**src/rtl/seq_multiplier_pkg.sv**
```systemverilog
// seq_multiplier_pkg: FSM state type and sizing helpers for seq_multiplier
package seq_multiplier_pkg;
    localparam int STATE_W = 2;
    typedef enum logic [STATE_W-1:0] {IDLE, RUN, DONE} state_t;
    function automatic int cnt_w(input int w);
        return $clog2(w);
    endfunction
endpackage

```
**src/rtl/seq_multiplier_if.sv**
```systemverilog
// seq_multiplier_if: operand/result valid-ready handshake bundle
interface seq_multiplier_if #(parameter int WIDTH = 8);
    logic                 in_valid;
    logic                 in_ready;
    logic [WIDTH-1:0]     a;
    logic [WIDTH-1:0]     b;
    logic                 out_valid;
    logic                 out_ready;
    logic [2*WIDTH-1:0]   product;
    logic                 busy;
    modport master(output in_valid, a, b, out_ready, input in_ready, out_valid, product, busy);
    modport slave(input in_valid, a, b, out_ready, output in_ready, out_valid, product, busy);
endinterface

```
**src/rtl/seq_multiplier_ripple_adder_n.sv**
```systemverilog
// ripple_adder_n: N-bit ripple-carry adder with carry-in and carry-out
module ripple_adder_n #(parameter int N = 8) (
    input  logic [N-1:0] x,
    input  logic [N-1:0] y,
    input  logic         ci,
    output logic [N-1:0] s,
    output logic         co
);
    logic [N:0] c;
    assign c[0] = ci;
    for (genvar i = 0; i < N; i++) begin : g_bit
        assign s[i]   = x[i] ^ y[i] ^ c[i];
        assign c[i+1] = (x[i] & y[i]) | (c[i] & (x[i] ^ y[i]));
    end
    assign co = c[N];
endmodule

```
**src/rtl/seq_multiplier.sv**
```systemverilog
// seq_multiplier: iterative shift-and-add multiplier; SEQ_MULTIPLIER_SIGNED_EN selects two's complement operands
module seq_multiplier
    import seq_multiplier_pkg::*;
#(
    parameter int WIDTH = 8
) (
    input logic          clk,
    input logic          rst,
    seq_multiplier_if.slave bus
);
    localparam int CW = cnt_w(WIDTH);
    state_t state_q, state_d;
    logic [WIDTH-1:0] mcand_q, mcand_d;
    logic [WIDTH-1:0] acc_hi_q, acc_hi_d;
    logic [WIDTH-1:0] acc_lo_q, acc_lo_d;
    logic [CW-1:0]    count_q, count_d;
    logic [WIDTH-1:0] addend, sum, op_a, op_b;
    logic             carry;
    assign addend = acc_lo_q[0] ? mcand_q : '0;
    ripple_adder_n #(.N(WIDTH)) u_add (.x(acc_hi_q), .y(addend), .ci(1'b0), .s(sum), .co(carry));
`ifdef SEQ_MULTIPLIER_SIGNED_EN
    logic neg_q, neg_d;
    // the most-negative value negates to itself, which is its correct unsigned magnitude
    assign op_a = bus.a[WIDTH-1] ? -bus.a : bus.a;
    assign op_b = bus.b[WIDTH-1] ? -bus.b : bus.b;
    assign bus.product = neg_q ? -{acc_hi_q, acc_lo_q} : {acc_hi_q, acc_lo_q};
`else
    assign op_a = bus.a;
    assign op_b = bus.b;
    assign bus.product = {acc_hi_q, acc_lo_q};
`endif
    assign bus.in_ready  = state_q == IDLE;
    assign bus.out_valid = state_q == DONE;
    assign bus.busy      = state_q != IDLE;
    always_comb begin
        state_d  = state_q;
        mcand_d  = mcand_q;
        acc_hi_d = acc_hi_q;
        acc_lo_d = acc_lo_q;
        count_d  = count_q;
`ifdef SEQ_MULTIPLIER_SIGNED_EN
        neg_d    = neg_q;
`endif
        if (state_q == IDLE && bus.in_valid) begin
            state_d  = RUN;
            mcand_d  = op_a;
            acc_hi_d = '0;
            acc_lo_d = op_b;
            count_d  = '0;
`ifdef SEQ_MULTIPLIER_SIGNED_EN
            neg_d    = bus.a[WIDTH-1] ^ bus.b[WIDTH-1];
`endif
        end else if (state_q == RUN) begin
            {acc_hi_d, acc_lo_d} = {carry, sum, acc_lo_q[WIDTH-1:1]};
            count_d = count_q + 1'b1;
            state_d = count_q == CW'(WIDTH - 1) ? DONE : RUN;
        end else if (state_q == DONE && bus.out_ready) begin
            state_d = IDLE;
        end
    end
    always_ff @(posedge clk) begin
        if (rst) begin
            state_q  <= IDLE;
            mcand_q  <= '0;
            acc_hi_q <= '0;
            acc_lo_q <= '0;
            count_q  <= '0;
`ifdef SEQ_MULTIPLIER_SIGNED_EN
            neg_q    <= 1'b0;
`endif
        end else begin
            state_q  <= state_d;
            mcand_q  <= mcand_d;
            acc_hi_q <= acc_hi_d;
            acc_lo_q <= acc_lo_d;
            count_q  <= count_d;
`ifdef SEQ_MULTIPLIER_SIGNED_EN
            neg_q    <= neg_d;
`endif
        end
    end
endmodule
```
**src/flat_wrapper.sv**
```systemverilog
// flat-port wrapper written by rule: the top's interface ports become plain ports
module seq_multiplier_flat import seq_multiplier_pkg::*;
#(
    parameter int WIDTH = 8
)
  (clk, rst, bus_in_valid, bus_a, bus_b, bus_out_ready, bus_in_ready, bus_out_valid, bus_product, bus_busy);
  seq_multiplier_if #(.WIDTH(WIDTH)) bus_i ();
  input logic clk;
  input logic rst;
  input wire logic [$bits(bus_i.in_valid)-1:0] bus_in_valid;
  input wire logic [$bits(bus_i.a)-1:0] bus_a;
  input wire logic [$bits(bus_i.b)-1:0] bus_b;
  input wire logic [$bits(bus_i.out_ready)-1:0] bus_out_ready;
  output wire logic [$bits(bus_i.in_ready)-1:0] bus_in_ready;
  output wire logic [$bits(bus_i.out_valid)-1:0] bus_out_valid;
  output wire logic [$bits(bus_i.product)-1:0] bus_product;
  output wire logic [$bits(bus_i.busy)-1:0] bus_busy;
  assign bus_i.in_valid = bus_in_valid;
  assign bus_i.a = bus_a;
  assign bus_i.b = bus_b;
  assign bus_i.out_ready = bus_out_ready;
  assign bus_in_ready = bus_i.in_ready;
  assign bus_out_valid = bus_i.out_valid;
  assign bus_product = bus_i.product;
  assign bus_busy = bus_i.busy;
  seq_multiplier #(.WIDTH(WIDTH)) u_core (.clk(clk), .rst(rst), .bus(bus_i));
endmodule
```
**config.mk**
```make
export PLATFORM = sky130hd
export DESIGN_NAME = seq_multiplier_flat
export DESIGN_NICKNAME = d
export VERILOG_FILES = /design/src/rtl/seq_multiplier_pkg.sv /design/src/rtl/seq_multiplier_if.sv /design/src/rtl/seq_multiplier_ripple_adder_n.sv /design/src/rtl/seq_multiplier.sv /design/src/flat_wrapper.sv
export SDC_FILE = /design/constraint.sdc
export NUM_CORES = 1
export LEC_CHECK = 0
export ABC_AREA = 0
export BUFFER_PORTS_ARGS = -buffer_cell sky130_fd_sc_hd__buf_2
export CAP_MARGIN = 40
export CORE_UTILIZATION = 46
export DETAILED_ROUTE_END_ITERATION = 10
export PLACE_DENSITY = 0.84
export REMOVE_ABC_BUFFERS = 1
export SYNTH_ARGS = -nofsm -noshare
export SYNTH_HDL_FRONTEND = slang
export SYNTH_SLANG_ARGS = --single-unit
```
**constraint.sdc**
```tcl
create_clock -name clk -period 3.9 [get_ports clk]
set_clock_uncertainty 0.15 [all_clocks]
set_input_delay 0 -clock clk [delete_from_list [all_inputs] [get_ports clk]]
set_output_delay 0 -clock clk [all_outputs]
set_load 0.02 [all_outputs]
```
==> results of run 1 <==
[per-layer routing]
| layer | GRT usage | vias up | part of all wire |
|---|---|---|---|
| met5 | 0 | - | 0 |
| met4 | 0.0952 | 0 | 0.014 |
| met2 | 0.396 | 33 | 0.51 |
| li1 | - | 678 | - |
| met1 | 0.254 | 654 | 0.43 |
| met3 | 0.0549 | 7 | 0.042 |
[cell usage after synthesis, drive strengths merged]
cell / number
a211oi: 8
fa: 7
xnor2: 1
a21oi: 25
nor3: 3
nand2b: 5
clkbuf: 2
buf: 9
and2: 6
nor3b: 1
or2: 1
nor2: 12
ha: 3
nor2b: 2
o21ai: 2
o21ba: 1
or3b: 4
dfxtp: 29
inv: 7
nand2: 37
or2b: 1
[repair_timing]
| action | CTS | global route |
|---|---|---|
| endpoints found under the setup margin | 0 | 1 |
| hold buffers | 32 | 0 |
| gates resized for setup | 0 | 1 |
| hold endpoints to repair | 18 | 0 |
[state kept, by name (all words and copies together), names as in the netlist]
register / cells
u_core.mcand_q: 8
u_core.count_q: 3
u_core.acc_lo_q: 8
u_core.state_q: 2
u_core.acc_hi_q: 8
[critical path, delay by kind of cell, from the launching register on]
kind | cells | cell delay [ns]
buffers and inverters | 3 | 0.20
and+or+nand+nor | 1 | 0.15
DFF | 1 | 0.32
adders and majority gates | 8 | 2.66
AOI/OAI and AO/OA | 1 | 0.17
[through the flow]
step | total power [W] | cell area (um^2) | cells
floorplan | 0.000402 | 1380 | 155
global placement | 0.000443 | 1640 | 239
detailed placement | 0.000446 | 1640 | 239
CTS | 0.000681 | 2030 | 279
global route | 0.000718 | 2030 | 279
finish | 0.000682 | 2030 | 279
[cell type report]
type                    instances  area [um^2]  area share
clock buffers                   7         65.1      0.0320
clock inverters                 1         5.00     0.00246
inverters                       7         26.3      0.0129
multi-input cells             119          776       0.382
flip-flops and latches         29          581       0.286
well taps                      44         55.1      0.0271
repair buffers                 72          526       0.258
[report_power, final]
part / internal, W / switching (W) / total (W)
Combinational: 0.0000673 / 0.0000754 / 0.000143
Clock: 0.000104 / 0.000106 / 0.000211
Sequential: 0.000314 / 0.0000146 / 0.000328
Total: 0.000485 / 0.000197 / 0.000682
[worst max-delay path by stage]
stage / startpoint / endpoint / depth (start not counted)
2_1_floorplan: u_core.acc_lo_q[0]$_SDFFE_PP0P_ / u_core.acc_hi_q[6]$_SDFFE_PP0P_ / 13
3_5_place_dp: u_core.acc_lo_q[0]$_SDFFE_PP0P_ / u_core.acc_hi_q[6]$_SDFFE_PP0P_ / 13
5_1_grt: u_core.acc_lo_q[0]$_SDFFE_PP0P_ / u_core.acc_hi_q[6]$_SDFFE_PP0P_ / 13
3_3_place_gp: u_core.acc_lo_q[0]$_SDFFE_PP0P_ / u_core.acc_hi_q[6]$_SDFFE_PP0P_ / 13
4_1_cts: u_core.acc_lo_q[0]$_SDFFE_PP0P_ / u_core.acc_hi_q[6]$_SDFFE_PP0P_ / 13
6_report: u_core.acc_lo_q[0]$_SDFFE_PP0P_ / u_core.acc_hi_q[6]$_SDFFE_PP0P_ / 13
[cells by family after synthesis]
family	after synthesis	share of synthesized area
and+or+nand+nor	72	0.246
AOI/OAI and AO/OA	36	0.150
DFF	29	0.393
buffers and inverters	18	0.0847
adders and majority gates	10	0.120
xor gates and xnor gates	1	0.00593
==> flow_summary.yaml, run 1 <==
critical_path:
  reg2reg_depth: 13
  worstPathMaxFanout: 2
  critPathLaunchType: "flop"
  cpMostUsedCell: "fa_1"
  arrival_ns: 3.82
  critical_path.endpoint_type: "flop"
  rr_endpoint: "u_core.acc_hi_q[6]$_SDFFE_PP0P_"
  critical_path_class: "reg -> reg"
  critPathSlowestCell: "fa_1"
  crit_chain: "and2_1 -> ha_1 -> inv_1 -> fa_1 -> inv_1 -> fa_1 -> fa_1 -> fa_1 -> fa_1 -> fa_1 -> inv_1 -> fa_1 -> a211oi_2"
  worstPathRequired_ns: 4.00
  reg2reg_slack_ns: 0.18
  rr_startpoint: "u_core.acc_lo_q[0]$_SDFFE_PP0P_"
  cp_slowest_stage_delay_ns: 0.42
floorplanning:
  rows: 20
  start_util: 0.484
  io_pins: 39
  fp.coreArea_mm2: 0.00305
  die_width_um: 58.7
  die_area_mm2: 0.00344
  dieHeight_um: 58.7
yosys:
  synth.distinct_cells: 30
  ys_seq_elements: 29
  yosysSeqAreaShare: 0.393
  synthCells: 166
  synth_area_leader_cell: "dfxtp_1"
  synth_area_leaders: "dfxtp_1 (39%), fa_1 (9.5%), nand2_1 (9.4%), a21oi_1 (8.1%), a211oi_1 (3.6%)"
  avgSynthCellArea_um2: 8.89
  ys_warn_count: 0
  netlist.area_leader.share: 0.393
  syn_area_mm2: 0.00148
timing:
  finalMaxSlewViolations: 0
  min_period_ns: 3.72
  setup_viol: 0
  whs_ns: 0.0139
  timing.fmax_ghz: 0.269
  period_share: 0.954
  max_slew.worst_pin.slew_ns: 0.700
  rsz0062_at_grt: "false"
  hold_viol: 0
  setup_ws_ns: 0.180
  setup_tns_ns: 0
  slew_headroom: 0.533
cells_and_area:
  fin_nets: 264
  fillCellCount: 243
  diodes: 0
  final_common_cell: "buf_2"
  drive_above_1_share: 0.243
  fin_util: 0.666
  layout_common_cells: "buf_2 (38), nand2_1 (37), dlygate4sd3_1 (32)"
  syn_to_final_growth_pct: 37.7
route:
  drt_iter0_drc: 44
  postRouteAntennaNets: 0
  drtPass1Iterations: 4
  vias: 1372
  wire_per_inst_um: 12.4
  viasPerCell: 4.92
  wl_mm: 3.46
  drcViolationCount: 0
global_routing:
  grt_pass1_wl_mm: 5.62
  grt_usage: 0.222
  grt_max_degree: 20
  grt_pass1_vias: 1322
  grt_overflow: 0
  antenna_found_initial: 0
place:
  hpwl_mm: 2.00
  gp_congestion: 0.723
  dp_slack_ns: 0.191
  place.port_buffers: 38
clock_tree:
  clk_pin_slew_ns: 0.09
  htreeDepth: 2
  cts_setup_buffers: 0
  root_buffer: "clkbuf_4"
  cts_tree: "yes"
  clockBufferDepth: 2
  cts_sinks: 29
  numCtsBuffers: 5
  clkLatencyLatePin_ns: 0.32
power:
  ir_drop_v: 0.000222
  powerDensity_mw_per_mm2: 335
  power.leakage_nw: 0.908
worst_hold_path:
  hold_path.class: "in -> reg"
  hp-start: "bus_in_valid"
  whs_endpoint: "u_core.acc_lo_q[7]$_SDFFE_PP0P_"
  hold_path_depth: 4
run:
  cap_violations: 0
run_status:
  status: "completed"
Note: power is estimated with default switching activity, not from simulation.
==> run 2, diff against run 1 <==
--- a/config.mk
+++ b/config.mk
@@ -14,4 +14,5 @@
 export REMOVE_ABC_BUFFERS = 1
 export SYNTH_ARGS = -nofsm -noshare
 export SYNTH_HDL_FRONTEND = slang
+export SYNTH_HIERARCHICAL = 1
 export SYNTH_SLANG_ARGS = --single-unit
==> flow_summary.yaml, run 2 <==
run_status:
  status: "finished with violations"
  violations: "DRC"
route:
  wl_mm: 4.12
  vias: 1380
  drtPass1Iterations: 7
  postRouteAntennaNets: 0
  drt_iter0_drc: 62
  wire_per_inst_um: 15.5
  viasPerCell: 5.19
  drcViolationCount: 1
yosys:
  synth_area_leaders: "dfxtp_1 (41%), fa_1 (11%), a21oi_1 (9.9%), nand2_1 (9.6%), o221a_2 (5.6%)"
  yosysSeqAreaShare: 0.411
  avgSynthCellArea_um2: 8.62
  synthCells: 164
  synth_edf_count: 0
  ys_warn_count: 6
  synth_top_family_by_area: "simple AND/OR/NAND/NOR gates"
  yosysMostFrequentCell: "nand2_1"
  synthFlopType: "dfxtp_1"
  netlist.area_leader.share: 0.411
  synth_commonest_cells: "nand2_1 (36), dfxtp_1 (29), a21oi_1 (28), inv_1 (20)"
  synth_compound_area_frac: 0.170
  synth.distinct_cells: 22
  synthMuxAreaShare: 0
  async_reset_ff_frac: 0
  syn_area_mm2: 0.00141
  ys_seq_elements: 29
  yosys.area_share.adder: 0.131
  synth_xor_area_frac: 0.00619
  synth_area_leader_cell: "dfxtp_1"
  synthSimpleGateAreaFrac: 0.181
clock_tree:
  cts_setup_buffers: 0
  clkLatencyLatePin_ns: 0.35
  numCtsBuffers: 5
  root_buffer: "clkbuf_4"
  htreeDepth: 2
  cts_sinks: 29
  clockBufferDepth: 2
  clk_pin_slew_ns: 0.11
  cts_tree: "yes"
floorplanning:
  fp.coreArea_mm2: 0.00283
  die_area_mm2: 0.00330
  rows: 19
  io_pins: 39
  die_width_um: 57.4
  dieHeight_um: 57.4
  start_util: 0.500
cells_and_area:
  fin_nets: 264
  final_cell_area_mm2: 0.00200
  diodes: 0
  drive_above_1_share: 0.277
  reg_top3: "u_core/acc_hi_q (8), u_core/acc_lo_q (8), u_core/mcand_q (8)"
  syn_to_final_growth_pct: 41.5
  fillCellCount: 203
  final_common_cell: "buf_2"
  layout_common_cells: "buf_2 (38), nand2_1 (36), dlygate4sd3_1 (33)"
place:
  dp_slack_ns: -0.0806
  place.port_buffers: 38
  hpwl_mm: 1.93
  place_area_mm2: 0.00159
  gp_congestion: 0.753
global_routing:
  grt_usage: 0.266
  grt_max_degree: 20
  antenna_found_initial: 0
  grt_pass1_wl_mm: 6.47
  grt_pass1_vias: 1425
  grt_overflow: 0
timing:
  hold_viol: 0
  max_slew.worst_pin.slew_ns: 0.657
  timing.fmax_ghz: 0.259
  min_period_ns: 3.86
  finalMaxSlewViolations: 0
  period_share: 0.989
  setup_ws_ns: 0.0432
  slew_headroom: 0.562
  setup_viol: 0
critical_path:
  arrival_ns: 3.98
  critical_path_class: "reg -> reg"
  crit_chain: "and2_1 -> fa_2 -> inv_2 -> fa_1 -> inv_1 -> fa_2 -> fa_2 -> fa_2 -> fa_2 -> fa_1 -> inv_1 -> fa_1 -> inv_1 -> nand2_1 -> a21oi_2"
  cpMostUsedCell: "fa_2"
  worstPathRequired_ns: 4.02
  cp_slowest_stage_delay_ns: 0.40
  critical_path.endpoint_type: "flop"
  critPathLaunchType: "flop"
  worstPathMaxFanout: 2
  critPathSlowestCell: "fa_1"
run:
  cap_violations: 0
power:
  power.leakage_nw: 0.896
  p_total_w: 0.000646
  powerDensity_mw_per_mm2: 323
  ir_drop_v: 0.000258
worst_hold_path:
  hold_path.class: "in -> reg"
[run 2: cell count changes after synthesis, sizes merged, moves of 3 or more]
cell and change:
or3b -3, a21oi +3, a211oi -8, nor3 -3, o221a +8, inv +13, nor2 -9
[run 2: worst max-delay path: cells and delay by family (launching register included)]
family | cells | cell delay [ns]
adders and majority gates | 8 | 2.66
DFF | 1 | 0.34
AOI/OAI and AO/OA | 1 | 0.14
buffers and inverters | 4 | 0.28
and+or+nand+nor | 2 | 0.20
[run 2: area by class of cell]
class / instances / area (um^2) / share of cell area
repair buffers: 73 / 536 / 0.268
multi-input cells: 105 / 709 / 0.355
clock buffers: 5 / 37.5 / 0.0188
inverters: 20 / 75.1 / 0.0375
flip-flops and latches: 29 / 582 / 0.291
clock inverters: 3 / 22.5 / 0.0113
well taps: 31 / 38.8 / 0.0194
[run 2: where the power goes]
part / internal, W / switching, W / leakage (nW)
combinational: 0.0000620 / 0.0000717 / 0.635
clock: 0.0000696 / 0.000117 / 0.0234
sequential: 0.000313 / 0.0000125 / 0.238
[run 2: kinds of logic after synthesis]
logic type | count (synthesis)
compound gates | 38
xor+xnor | 1
fa+ha+maj | 10
buf+inv | 30
flops | 29
other cells | 1
simple gates | 55
[run 2: layer usage]
layer	global-route usage	routed length, um	vias to the layer above	part of all wire
met3	0.0590	228	10	0.055
li1	-	-	662	-
met4	0.101	94	0	0.023
met5	0	0	-	0
met2	0.487	2240	61	0.54
met1	0.299	1560	647	0.38
[run 2: repair_timing]
item,CTS,global route
pin swaps,0,2
resized for setup,3,5
hold endpoints to repair,18,0
endpoints found under the setup margin,1,1
hold buffers,33,0
[run 2: final timing paths]
| kind | startpoint | end | slack [ns] | cells past startpoint |
|---|---|---|---|---|
| worst max-delay path | u_core/acc_lo_q[0]$_SDFFE_PP0P_ | u_core/acc_hi_q[6]$_SDFFE_PP0P_ | 0.04 | 15 |
| worst min-delay path | bus_in_valid | u_core/acc_lo_q[7]$_SDFFE_PP0P_ | 0.13 | 4 |
| worst max register to register | u_core/acc_lo_q[0]$_SDFFE_PP0P_ | u_core/acc_hi_q[6]$_SDFFE_PP0P_ | 0.04 | 15 |
| worst min register to register | u_core/count_q[1]$_SDFFE_PP0P_ | u_core/count_q[1]$_SDFFE_PP0P_ | 0.33 | 2 |
[run 2: metrics by stage]
step / hold WS, ns / instances / setup TNS (ns) / utilization
3_5_place_dp: 0.0959 / 225 / -0.0806 / 0.563
4_1_cts: 0.102 / 266 / 0 / 0.704
5_1_grt: 0.157 / 266 / -0.0679 / 0.707
2_1_floorplan: -0.0809 / 154 / -0.115 / -
6_report: 0.130 / 266 / 0 / 0.707
3_3_place_gp: 0.0923 / 225 / 0 / 0.563
==> run 3, diff against run 2 <==
--- a/config.mk
+++ b/config.mk
@@ -9,8 +9,9 @@
 export BUFFER_PORTS_ARGS = -buffer_cell sky130_fd_sc_hd__buf_2
 export CAP_MARGIN = 40
 export CORE_UTILIZATION = 46
+export CTS_CLUSTER_DIAMETER = 60
 export DETAILED_ROUTE_END_ITERATION = 10
-export PLACE_DENSITY = 0.84
+export PLACE_DENSITY = 0.74
 export REMOVE_ABC_BUFFERS = 1
 export SYNTH_ARGS = -nofsm -noshare
 export SYNTH_HDL_FRONTEND = slang
==> constraint.sdc (replaced) <==
create_clock -name clk -period 3.9 [get_ports clk]
set_clock_uncertainty 0.15 [all_clocks]
set_input_delay 0 -clock clk [delete_from_list [all_inputs] [get_ports clk]]
set_output_delay 0 -clock clk [all_outputs]
set_load 0.1 [all_outputs]
==> flow_summary.yaml, run 3 (synthesis results as in run 2) <==
run:
  cap_violations: 0
route:
  viasPerCell: 4.97
  drt_iter0_drc: 61
  postRouteAntennaNets: 0
  wl_mm: 3.14
  vias: 1298
  wire_per_inst_um: 12.0
  drcViolationCount: 1
  drtPass1Iterations: 10
critical_path:
  critPathLaunchType: "flop"
  critical_path.endpoint_type: "flop"
  critical_path_class: "reg -> reg"
  rr_endpoint: "u_core/acc_hi_q[6]$_SDFFE_PP0P_"
  worstPathMaxFanout: 2
  reg2reg_depth: 15
  arrival_ns: 3.89
  worstPathRequired_ns: 4.00
  rr_startpoint: "u_core/mcand_q[0]$_SDFFE_PP0P_"
  reg2reg_slack_ns: 0.11
floorplanning:
  io_pins: 39
  die_area_mm2: 0.00330
  fp.coreArea_mm2: 0.00283
  dieHeight_um: 57.4
  die_width_um: 57.4
  rows: 19
  start_util: 0.500
power:
  powerDensity_mw_per_mm2: 366
  p_total_w: 0.000718
  power.leakage_nw: 0.903
  ir_drop_v: 0.000247
run_status:
  violations: "DRC"
  status: "finished with violations"
timing:
  min_period_ns: 3.79
  period_share: 0.971
  setup_viol: 0
  rsz0062_at_grt: "true"
  finalMaxSlewViolations: 0
  slew_headroom: 0.590
  setup_ws_ns: 0.114
  max_slew.worst_pin.slew_ns: 0.615
  timing.fmax_ghz: 0.264
  hold_viol: 0
global_routing:
  grt_usage: 0.211
  grt_overflow: 0
  grt_pass1_wl_mm: 5.22
  antenna_found_initial: 0
  grt_pass1_vias: 1294
  grt_max_degree: 20
place:
  hpwl_mm: 2.08
  gp_congestion: 0.757
  dp_slack_ns: -0.104
  place_area_mm2: 0.00159
  place.port_buffers: 38
worst_hold_path:
  whs_endpoint: "u_core/acc_lo_q[7]$_SDFFE_PP0P_"
  hp-start: "bus_in_valid"
  hold_path_depth: 4
  hold_path.class: "in -> reg"
clock_tree:
  root_buffer: "clkbuf_4"
  cts_tree: "yes"
  cts_sinks: 29
  numCtsBuffers: 5
  clkLatencyLatePin_ns: 0.32
  clockBufferDepth: 2
  clk_pin_slew_ns: 0.09
  htreeDepth: 2
cells_and_area:
  diodes: 0
  final_cell_area_mm2: 0.00196
  syn_to_final_growth_pct: 38.6
  drive_above_1_share: 0.283
  final_common_cell: "buf_2"
  layout_common_cells: "buf_2 (38), nand2_1 (36), dlygate4sd3_1 (28), a21oi_1 (28), dfxtp_1 (28)"
  fin_nets: 259
  reg_top3: "u_core/acc_hi_q (8), u_core/acc_lo_q (8), u_core/mcand_q (8)"
==> run 3: worst max path at each step <==
stage,end,startpoint,cells past startpoint
finish,u_core/acc_hi_q[6]$_SDFFE_PP0P_,u_core/mcand_q[0]$_SDFFE_PP0P_,15
global route,u_core/acc_hi_q[6]$_SDFFE_PP0P_,u_core/mcand_q[0]$_SDFFE_PP0P_,15
CTS,u_core/acc_hi_q[6]$_SDFFE_PP0P_,u_core/mcand_q[0]$_SDFFE_PP0P_,15
detailed placement,u_core/acc_hi_q[6]$_SDFFE_PP0P_,u_core/mcand_q[0]$_SDFFE_PP0P_,15
global placement,u_core/acc_hi_q[6]$_SDFFE_PP0P_,u_core/mcand_q[0]$_SDFFE_PP0P_,15
floorplan,u_core/acc_hi_q[6]$_SDFFE_PP0P_,u_core/acc_lo_q[0]$_SDFFE_PP0P_,15
==> run 3: area by class of cell <==
cell class,instances,area [um^2]
Multi-Input combinational cell,105,708
Clock inverter,1,5.00
Tap cell,31,38.8
Clock buffer,7,65.1
Sequential cell,29,582
Timing Repair Buffer,68,485
Inverter,20,75.1
Fill cell,234,870
==> run 3: power by group <==
part           total (W)  internal, W  switching [W]
Sequential      0.000324     0.000313      0.0000117
Clock           0.000205     0.000104       0.000100
Combinational   0.000189    0.0000577       0.000131
==> run 3: through the flow <==
stage	hold WS, ns	instances	util	TNS (ns)
6_report	0.127	261	0.693	0
5_1_grt	0.157	261	0.693	-0.0126
4_1_cts	0.106	261	0.690	0
3_5_place_dp	0.102	225	0.563	-0.104
3_3_place_gp	0.0928	225	0.563	0
2_1_floorplan	-0.0809	154	-	-0.884
==> run 3: repair_timing <==
action	4_1_cts	5_1_grt
setup buffers	0	0
resized for setup	3	5
hold buffers	28	0
setup endpoints to repair	1	1
hold endpoints to repair	18	0
==> run 3: critical path, stage by stage (launching register included) <==
cell	delay, ns
dfxtp_2	0.33
and2_4	0.15
fa_1	0.40
inv_1	0.07
fa_1	0.16
inv_1	0.05
fa_2	0.33
fa_2	0.34
fa_2	0.34
fa_2	0.36
fa_2	0.35
inv_2	0.06
fa_1	0.39
inv_1	0.06
nand2_1	0.04
a21oi_1	0.12
==> run 3: metal layers <==
layer / GRT usage / share of wire / vias up
met1: 0.214 / 0.40 / 613
met2: 0.390 / 0.54 / 31
met5: 0 / 0 / -
li1: - / - / 650
met4: 0.0801 / 0.0080 / 0
met3: 0.0794 / 0.048 / 4
